### src/rtl/mem_ctrl_pkg.sv
// Shared definitions for the data-cache miss handling path:
// FSM state encoding, word size and cache-line address alignment.
package mem_ctrl_pkg;

  typedef enum logic [1:0] {
    IDLE,
    WB,
    FILL,
    COMMIT
  } state_e;

  localparam int unsigned WORD_BYTES = 4;

  // Widest address line_align() accepts; callers size-cast in and out.
  localparam int unsigned MAX_ADDR_W = 64;

  // Clears the byte-offset-within-line bits of a byte address.
  function automatic logic [MAX_ADDR_W-1:0] line_align(
    input logic [MAX_ADDR_W-1:0] addr,
    input int unsigned           line_words
  );
    logic [MAX_ADDR_W-1:0] line_bytes;
    line_bytes = MAX_ADDR_W'(line_words * WORD_BYTES);
    return addr & ~(line_bytes - MAX_ADDR_W'(1));
  endfunction

endpackage

### src/rtl/line_beat_counter.sv
// Word index within a cache line, shared by the write-back and refill
// phases. Wraps to 0 after the last word of the line.
module line_beat_counter #(
  parameter  int unsigned LINE_WORDS = 4,
  localparam int unsigned BEAT_W     = $clog2(LINE_WORDS)
) (
  input  logic              clk,
  input  logic              rst,
  input  logic              clear,
  input  logic              increment,
  output logic [BEAT_W-1:0] beat,
  output logic              last
);

  logic [BEAT_W-1:0] beat_q, beat_d;

  // Next beat: clear has priority over increment; natural wrap at the line end.
  always_comb begin
    // NOTE: assign a default first so every path writes beat_d and no latch is inferred.
    beat_d = beat_q;
    if (clear) begin
      beat_d = '0;
    end else if (increment) begin
      beat_d = beat_q + BEAT_W'(1);
    end
  end

  // Beat register with synchronous reset.
  always_ff @(posedge clk) begin
    // NOTE: non-blocking assignments so every flop samples pre-edge values.
    if (rst) begin
      beat_q <= '0;
    end else begin
      beat_q <= beat_d;
    end
  end

  assign beat = beat_q;
  assign last = (beat_q == BEAT_W'(LINE_WORDS - 1));

endmodule

### src/rtl/miss_stall_controller.sv
// Data-cache miss sequencer for LW/SW: freezes the core on a miss, writes
// back a dirty victim line, refills the missing line word by word, then
// commits the line and releases the stall.
// Optional feature macro: MISS_STALL_PERF_EN adds miss/write-back counters.
module miss_stall_controller
  import mem_ctrl_pkg::*;
#(
  parameter  int unsigned LINE_WORDS = 4,
  parameter  int unsigned ADDR_W     = 32,
  localparam int unsigned BEAT_W     = $clog2(LINE_WORDS)
) (
  input  logic              clk,
  input  logic              rst,
  input  logic              acc_valid,
  input  logic [ADDR_W-1:0] acc_addr,
  input  logic              cache_hit,
  input  logic              victim_dirty,
  input  logic [ADDR_W-1:0] victim_addr,
  input  logic              halted,
  output logic              stall,
  output logic              mem_req,
  output logic              mem_we,
  output logic [ADDR_W-1:0] mem_addr,
  input  logic              mem_done,
  output logic [BEAT_W-1:0] word_sel,
  output logic              fill_we,
  output logic              line_commit
`ifdef MISS_STALL_PERF_EN
  ,
  output logic [31:0]       perf_miss_cnt,
  output logic [31:0]       perf_wb_cnt
`endif
);

  state_e            state_q, state_d;
  logic [ADDR_W-1:0] miss_base_q, miss_base_d;
  logic [ADDR_W-1:0] vic_base_q, vic_base_d;

  logic [BEAT_W-1:0] beat;
  logic              beat_last;
  logic              beat_clear;
  logic              beat_incr;
  logic              miss_detect;
  logic [ADDR_W-1:0] beat_offset;

  // A new miss is only accepted while the core is running.
  assign miss_detect = acc_valid & ~cache_hit & ~halted;
  assign beat_offset = ADDR_W'(beat) * ADDR_W'(WORD_BYTES);

  line_beat_counter #(
    .LINE_WORDS(LINE_WORDS)
  ) u_beat (
    .clk      (clk),
    .rst      (rst),
    .clear    (beat_clear),
    .increment(beat_incr),
    .beat     (beat),
    .last     (beat_last)
  );

  // Next-state, address latches and all memory/cache outputs.
  always_comb begin
    state_d     = state_q;
    miss_base_d = miss_base_q;
    vic_base_d  = vic_base_q;
    beat_clear  = 1'b0;
    beat_incr   = 1'b0;
    stall       = 1'b0;
    mem_req     = 1'b0;
    mem_we      = 1'b0;
    mem_addr    = '0;
    word_sel    = '0;
    fill_we     = 1'b0;
    line_commit = 1'b0;

    unique case (state_q)
      IDLE: begin
        stall = miss_detect;
        if (miss_detect) begin
          miss_base_d = ADDR_W'(line_align(MAX_ADDR_W'(acc_addr), LINE_WORDS));
          vic_base_d  = ADDR_W'(line_align(MAX_ADDR_W'(victim_addr), LINE_WORDS));
          beat_clear  = 1'b1;
          state_d     = victim_dirty ? WB : FILL;
        end
      end

      WB: begin
        stall    = 1'b1;
        mem_req  = 1'b1;
        mem_we   = 1'b1;
        mem_addr = vic_base_q + beat_offset;
        word_sel = beat;
        if (mem_done) begin
          // The counter wraps to 0 on the last word, ready for the refill.
          beat_incr = 1'b1;
          if (beat_last) begin
            state_d = FILL;
          end
        end
      end

      FILL: begin
        stall    = 1'b1;
        mem_req  = 1'b1;
        mem_addr = miss_base_q + beat_offset;
        word_sel = beat;
        fill_we  = mem_done;
        if (mem_done) begin
          beat_incr = 1'b1;
          if (beat_last) begin
            state_d = COMMIT;
          end
        end
      end

      COMMIT: begin
        stall       = 1'b1;
        line_commit = 1'b1;
        state_d     = IDLE;
      end

      default: begin
        state_d = IDLE;
      end
    endcase
  end

  // State and latched line bases; reset abandons any miss in flight.
  always_ff @(posedge clk) begin
    if (rst) begin
      state_q     <= IDLE;
      miss_base_q <= '0;
      vic_base_q  <= '0;
    end else begin
      state_q     <= state_d;
      miss_base_q <= miss_base_d;
      vic_base_q  <= vic_base_d;
    end
  end

`ifdef MISS_STALL_PERF_EN
  logic [31:0] perf_miss_cnt_q, perf_miss_cnt_d;
  logic [31:0] perf_wb_cnt_q, perf_wb_cnt_d;

  // Count accepted misses and those that needed a victim write-back.
  always_comb begin
    perf_miss_cnt_d = perf_miss_cnt_q;
    perf_wb_cnt_d   = perf_wb_cnt_q;
    if ((state_q == IDLE) && miss_detect) begin
      perf_miss_cnt_d = perf_miss_cnt_q + 32'd1;
      if (victim_dirty) begin
        perf_wb_cnt_d = perf_wb_cnt_q + 32'd1;
      end
    end
  end

  // Performance counter registers, wrapping modulo 2^32.
  always_ff @(posedge clk) begin
    if (rst) begin
      perf_miss_cnt_q <= '0;
      perf_wb_cnt_q   <= '0;
    end else begin
      perf_miss_cnt_q <= perf_miss_cnt_d;
      perf_wb_cnt_q   <= perf_wb_cnt_d;
    end
  end

  assign perf_miss_cnt = perf_miss_cnt_q;
  assign perf_wb_cnt   = perf_wb_cnt_q;
`endif

endmodule

### config.mk
export PLATFORM = sky130hd
export DESIGN_NAME = miss_stall_controller
export DESIGN_NICKNAME = d
export VERILOG_FILES = /design/src/rtl/mem_ctrl_pkg.sv /design/src/rtl/line_beat_counter.sv /design/src/rtl/miss_stall_controller.sv
export SDC_FILE = /design/constraint.sdc
export NUM_CORES = 1
export LEC_CHECK = 0
export ABC_CLOCK_PERIOD_IN_PS = 2500
export CELL_PAD_IN_SITES_DETAIL_PLACEMENT = 2
export CELL_PAD_IN_SITES_GLOBAL_PLACEMENT = 2
export CORE_UTILIZATION = 33
export CTS_CLUSTER_SIZE = 25
export DETAILED_ROUTE_END_ITERATION = 16
export DONT_BUFFER_PORTS = 1
export GPL_TIMING_DRIVEN = 0
export PLACE_DENSITY_LB_ADDON = 0.1
export SYNTH_ARGS = -nofsm -noshare
export SYNTH_HDL_FRONTEND = slang
export SYNTH_SLANG_ARGS = --single-unit
### constraint.sdc
create_clock -name clk -period 2.5 [get_ports clk]
set_input_delay 0.625 -clock clk [delete_from_list [all_inputs] [get_ports clk]]
set_output_delay 0.625 -clock clk [all_outputs]
set_load 0.1 [all_outputs]
==> results.json, run 1 <==
{
  "drv_slew": 0,
  "power_switching_mw": 1.49,
  "cts.sinks": 60,
  "synth_area_mm2": 0.00271,
  "synth.distinct_cells": 24,
  "rows": 32,
  "first_iter_violations": 40,
  "power.density_mw_per_mm2": 1090,
  "dp_cells": 455,
  "grt_max_degree": 11,
  "netlist_instances": 352,
  "num_antenna_cells": 0,
  "hold_buffers": 0,
  "core_region_area_mm2": 0.00785,
  "cts_max_level": 3,
  "sequentialPowerShare": 0.290,
  "irDropWorstVdd_mv": 0.490,
  "p_leak_nw": 1.10,
  "fin_crit_ns": 3.00,
  "end_kind": "primary output",
  "holdWs_ns": 0.407,
  "die_w_um": 92.6,
  "antenna_found_initial": 0,
  "cp_max_fo": 6,
  "grt_pass1_wl_mm": 14.5,
  "critPathRequiredTime_ns": 1.88,
  "finalPower_mw": 3.79,
  "path_cells": "inv_4 -> ha_4 -> clkbuf_16 -> and2_4 -> nor2b_4",
  "status": "complete, but fails checks",
  "routed_wl_mm": 9.11,
  "fin_crit_sh": 1.20,
  "critical_path_arrival_ns": 2.37,
  "die_h_um": 92.6,
  "ys_ff_latch": 60,
  "grt_pass1_vias": 2731,
  "p_clk_frac": 0.223,
  "layout_setup_ws_ns": -0.499,
  "cp_slowest_stage_delay_ns": 0.60,
  "worstMarginPinSlew_ns": 0.964,
  "drt-wirelength-per-cell_um": 18.8,
  "cts_inserted_buffers": 9,
  "die-area_mm2": 0.00857,
  "hold_class": "input pin to register",
  "p_sw_frac": 0.393,
  "root_buffer": "clkbuf_8",
  "path_class": "register to primary output",
  "nFillCells": 898,
  "io-pin-count": 110,
  "drtAntennaViolNets": 0,
  "fmax_mhz": 333,
  "final-seq-area_mm2": 0.00121,
  "fin_skew_ns": 0.00695,
  "yosysSeqAreaShare": 0.444,
  "port_buffers": 0,
  "viasPerCell": 5.14,
  "yosysWarnings": 0,
  "grt_remaining_overflow": 0,
  "multi_input_area_mm2": 0.00164,
  "cap_violations": 0,
  "final_cell_mix": "nand2_1, dfxtp_1, a21oi_1",
  "path_delay_family": "simple AND/OR/NAND/NOR gates",
  "avgSynthCellArea_um2": 7.69,
  "hold_viol": 0,
  "clk_pin_slew_ns": 0.07,
  "internal_power_mw": 2.30,
  "combPwrFrac": 0.487,
  "final_common_cell": "nand2_1",
  "num_vias": 2489,
  "firstDrtPassIters": 4,
  "critPathLaunchType": "register",
  "setup_viol": 30,
  "cts_tree": "yes",
  "initial_core_util": 0.345,
  "max_slew_margin": 0.359,
  "drc_errors": 0,
  "syn2layout_area_growth_pct": 28.2,
  "place_hpwl_mm": 6.35,
  "grt_use_total": 0.227,
  "cts_buffer_depth": 2,
  "rsz0062_at_grt": "true",
  "path_buf_inv": 2,
  "num-nets-final": 455,
  "instances_no_fill": 484,
  "violations": "setup timing",
  "pre_cts_slack_ns": -0.528,
  "crit_slowest_cell": "nor2b_4",
  "clkLatencyLatePin_ns": 0.35,
  "final_layout_size_suffix_gt1_frac": 0.220,
  "gp_congestion": 0.742
}
## through the flow
step	util	area, um2	TNS (ns)
3_3_place_gp	0.385	3020	-11.20
3_5_place_dp	0.385	3020	-12.44
2_1_floorplan	-	2890	-1.51
5_1_grt	0.442	3470	-10.66
4_1_cts	0.433	3400	-8.62
6_report	0.442	3470	-8.61
## state kept, by name, indices dropped and copies added, names as in the netlist
name and flops:
vic_base_q 28, state_q 2, u_beat.beat 2, miss_base_q 28
## path summary, 6_finish.rpt
kind / from / cells after the start / slack, ns / end
setup / recovery: state_q[1] / 5 / -0.50 / mem_addr[2]
hold / removal: victim_addr[6] / 2 / 0.41 / vic_base_q[6]
setup reg to reg: state_q[1] / 8 / 0.21 / state_q[0]
hold reg to reg: vic_base_q[5] / 2 / 0.46 / vic_base_q[5]
## cell families (layout without fill, tap and decap cells)
logic type / after synthesis / after routing / synth area share
XOR/XNOR: 1 / 1 / 0.00324
flip-flops: 60 / 60 / 0.444
buffers and inverters: 32 / 61 / 0.0476
AND/OR/NAND/NOR: 160 / 160 / 0.265
adder cells (fa/ha/maj): 7 / 7 / 0.0323
multiplexers: 4 / 4 / 0.0157
AO/OA/AOI/OAI: 87 / 87 / 0.191
other: 1 / 2 / 0.00138
## layer usage
metal  share of wire  GRT usage  vias up
met2            0.51      0.401       64
li1                -          -     1212
met1            0.42      0.254     1205
met5               0          0        -
met4           0.014     0.0586        0
met3           0.060     0.0870        8
## synth_stat cells, drive strengths merged
master | n | area [um2]
and4bb | 1 | 12.5
a21oi | 57 | 285
clkbuf | 23 | 86.3
nor3 | 2 | 10.0
a22oi | 28 | 210
nand2b | 2 | 12.5
dfxtp | 60 | 1200
mux2 | 2 | 22.5
xor2 | 1 | 8.76
or3b | 1 | 8.76
nand2 | 114 | 428
nor2b | 32 | 200
inv | 2 | 7.51
a2111oi | 1 | 15.0
buf | 7 | 35.0
a21boi | 1 | 7.51
mux2i | 2 | 20.0
ha | 7 | 87.6
nand4bb | 1 | 11.3
conb | 1 | 3.75
and2 | 3 | 18.8
nor2 | 4 | 15.0
## power groups by stage
| stage | Sequential [mW] | Combinational, mW | Clock, mW |
|---|---|---|---|
| final | 1.10 | 1.85 | 0.847 |
| after global routing | 1.11 | 1.96 | 0.916 |
| after CTS | 1.10 | 1.73 | 0.871 |
| after detailed placement | 1.12 | 1.46 | 0 |
| after global placement | 1.11 | 1.43 | 0 |
| after floorplan | 1.10 | 1.17 | 0 |
## worst register-to-register path: cells and delay by family (launching register included)
| kind | cells | cell delay [ns] |
|---|---|---|
| buf+inv | 4 | 0.46 |
| compound gates | 1 | 0.39 |
| mux | 1 | 0.39 |
| flops | 1 | 0.36 |
| fa+ha+maj | 1 | 0.35 |
| simple gates | 1 | 0.23 |
## final cells by class
type,instances,area share
multi-input combinational,261,0.474
sequential,60,0.347
buffer,30,0.0555
clock buffer,11,0.0378
tap,102,0.0368
timing repair buffer,13,0.0303
clock inverter,5,0.0151
inverter,2,0.00360
## timing repair
action	in CTS	in global routing
buffers inserted	8	5
setup endpoints to repair	33	30
pin swaps	1	1
gates resized for setup	37	16
No activity file was read; power rests on OpenSTA's default activity.
==> run 2: changes to the inputs <==
ABC_AREA = 1   (was not set)
CORE_UTILIZATION = 32   (was 33)
==> run 2 against run 1 <==
- flip-flop and latch count did not move
- combinational power down 9.7%
- routed wire length is 4.3% higher
- clock skew is 0.0014 ns higher
- largest power group unchanged
- the flow still finishes with violations (setup timing)
- utilization shrank 0.11 points
- die area rose by 4.5%
- sequential share of layout area decreased by 1.6 points
- sequential power up 5%
==> results.json, run 2 <==
{
  "grt_pass1_vias": 2793,
  "first_iter_violations": 52,
  "cts.sinks": 60,
  "gp_congestion": 0.714,
  "avgSynthCellArea_um2": 7.00,
  "viasPerCell": 4.99,
  "place_hpwl_mm": 6.47,
  "status": "complete, but fails checks",
  "wirelength_met1_mm": 3.96,
  "netlist_instances": 392,
  "ys_ff_latch": 60,
  "critical_path_arrival_ns": 2.22,
  "hold_viol": 0,
  "synth_top_family_by_area": "simple AND/OR/NAND/NOR gates",
  "antenna_found_initial": 0,
  "synthSimpleGateAreaFrac": 0.271,
  "yosysWarnings": 0,
  "worstMarginPinSlew_ns": 1.05,
  "fmax_mhz": 351,
  "cp_slowest_stage_delay_ns": 0.57,
  "io-pin-count": 110,
  "clk_pin_slew_ns": 0.07,
  "num_vias": 2607,
  "grt_max_degree": 11,
  "root_buffer": "clkbuf_8",
  "async_flop_share": 0,
  "synth-adder-area-share": 0.0319,
  "drv_slew": 0,
  "nFillCells": 945,
  "hold_class": "input pin to register",
  "cts_buffer_depth": 2,
  "yosysTopAreaCell": "dfxtp_1",
  "instances_no_fill": 522,
  "cts_inserted_buffers": 9,
  "cap_violations": 0,
  "synth_area_mm2": 0.00275,
  "crit_slowest_cell": "a21oi_4",
  "die_h_um": 94.6,
  "synth_area_leaders": "dfxtp_1, nor2_1, nand2_1",
  "clkLatencyLatePin_ns": 0.34,
  "routed_wl_mm": 9.50,
  "path_cells": "inv_4 -> ha_4 -> inv_4 -> buf_12 -> buf_16 -> a21oi_4",
  "fin_crit_ns": 2.85,
  "route.met3.wl_um": 489,
  "utilization": 0.441,
  "min_from": "rst",
  "muxShareOfSynthArea": 0,
  "critPathLaunchType": "register",
  "fin_skew_ns": 0.00835,
  "max_slew_margin": 0.296,
  "end_kind": "primary output",
  "drt-wirelength-per-cell_um": 18.2,
  "final_layout_size_suffix_gt1_frac": 0.216,
  "cp_common_cell": "inv_4",
  "drtAntennaViolNets": 0,
  "port_buffers": 0,
  "syn2layout_area_growth_pct": 32.8,
  "synth_top_cell_area_share": 0.438,
  "cp_max_fo": 6,
  "violations": "setup timing",
  "grt_use_total": 0.224,
  "fin_crit_sh": 1.14,
  "wl_met2_mm": 4.92,
  "drc_errors": 0,
  "top_regs": "miss_base_q x28, vic_base_q x28",
  "r2r_start": "state_q[1]",
  "layout_setup_ws_ns": -0.350,
  "synth_ff_type": "dfxtp_1",
  "top_layer": "met4",
  "synth_compound_area_frac": 0.163,
  "die_w_um": 94.6,
  "grt_remaining_overflow": 0,
  "cts_max_level": 3,
  "synth_xor_area_frac": 0.00319,
  "firstDrtPassIters": 4,
  "cts_tree": "yes",
  "rsz0062_at_grt": "true",
  "grt_pass1_wl_mm": 14.8,
  "setup_viol": 30,
  "yosysSeqAreaShare": 0.438,
  "yosysMostFrequentCell": "nor2_1",
  "synth-edff-count": 0,
  "synth.distinct_cells": 21,
  "synth_commonest_cells": "nor2_1, nand2_1, dfxtp_1",
  "rows": 33,
  "core_region_area_mm2": 0.00826,
  "irDropWorstVdd_mv": 0.763,
  "die-area_mm2": 0.00895,
  "critPathRequiredTime_ns": 1.88,
  "num_antenna_cells": 0,
  "initial_core_util": 0.332,
  "final_cell_mix": "nor2_1, nand2_1, dfxtp_1",
  "dp_cells": 498,
  "final_common_cell": "nor2_1",
  "path_class": "register to primary output",
  "num-nets-final": 492,
  "crit_start": "state_q[0]",
  "p_leak_nw": 1.22,
  "power.density_mw_per_mm2": 1000
}
## run 2: area by class of cell
type	instances	area [um2]	share of cell area
plain buffers	29	294	0.0807
clock buffers	13	169	0.0463
clock inverters	1	7.51	0.00206
inverters	12	63.8	0.0175
multi-input cells	292	1640	0.451
flip-flops and latches	60	1210	0.332
well taps	105	131	0.0360
repair buffers	10	128	0.0350
## run 2: per-stage QoR
step                hold slack, ns  cell area, um2  power [mW]  TNS (ns)  worst slack (ns)
global route                 0.343            3640        3.85    -11.12            -0.397
detailed placement           0.471            3170        2.45     -4.84            -0.216
global placement             0.462            3170        2.41     -4.23            -0.207
finish                       0.351            3640        3.65     -9.40            -0.350
floorplan                    0.453            3040        2.20    -0.959           -0.0866
CTS                          0.347            3620        3.65     -9.20            -0.339
## run 2: logic make-up (layout without fill, tap and decap cells)
| logic type | after synthesis | after routing |
|---|---|---|
| simple gates | 193 | 193 |
| xor+xnor | 1 | 1 |
| buf+inv | 41 | 65 |
| compound gates | 89 | 89 |
| flops | 60 | 60 |
| fa+ha+maj | 7 | 7 |
| other cells | 1 | 2 |
## run 2: report_power, final
group,internal (mW),switching (mW)
sequential,1.09,0.0738
clock,0.431,0.395
combinational,0.582,1.09
## run 2: final timing paths
path	to	slack (ns)	depth (start not counted)
worst max-delay path	mem_addr[26]	-0.35	6
worst min-delay path	u_beat.beat[1]	0.35	1
worst max register to register	state_q[1]	0.36	10
worst min register to register	miss_base_q[30]	0.48	2
## run 2: worst max-delay path, delay by kind of cell, from the launching register on
kind	cells	cell delay, ns
buffers and inverters	4	0.43
flip-flops	1	0.37
AO/OA/AOI/OAI	1	0.57
adder cells (fa/ha/maj)	1	0.49
## run 2: repair_timing
item,in CTS,in global routing
hold endpoints to repair,0,0
resized for setup,36,4
buffers inserted,7,1
gates cloned,2,0
pin swaps,16,3
hold buffers,0,0
endpoints found under the setup margin,33,33
## run 2: metal layers
| layer | vias to the layer above | global-route usage |
|---|---|---|
| met1 | 1251 | 0.253 |
| met2 | 62 | 0.405 |
| met4 | 0 | 0.0833 |
| met5 | - | 0 |
| met3 | 9 | 0.0531 |
| li1 | 1285 | - |
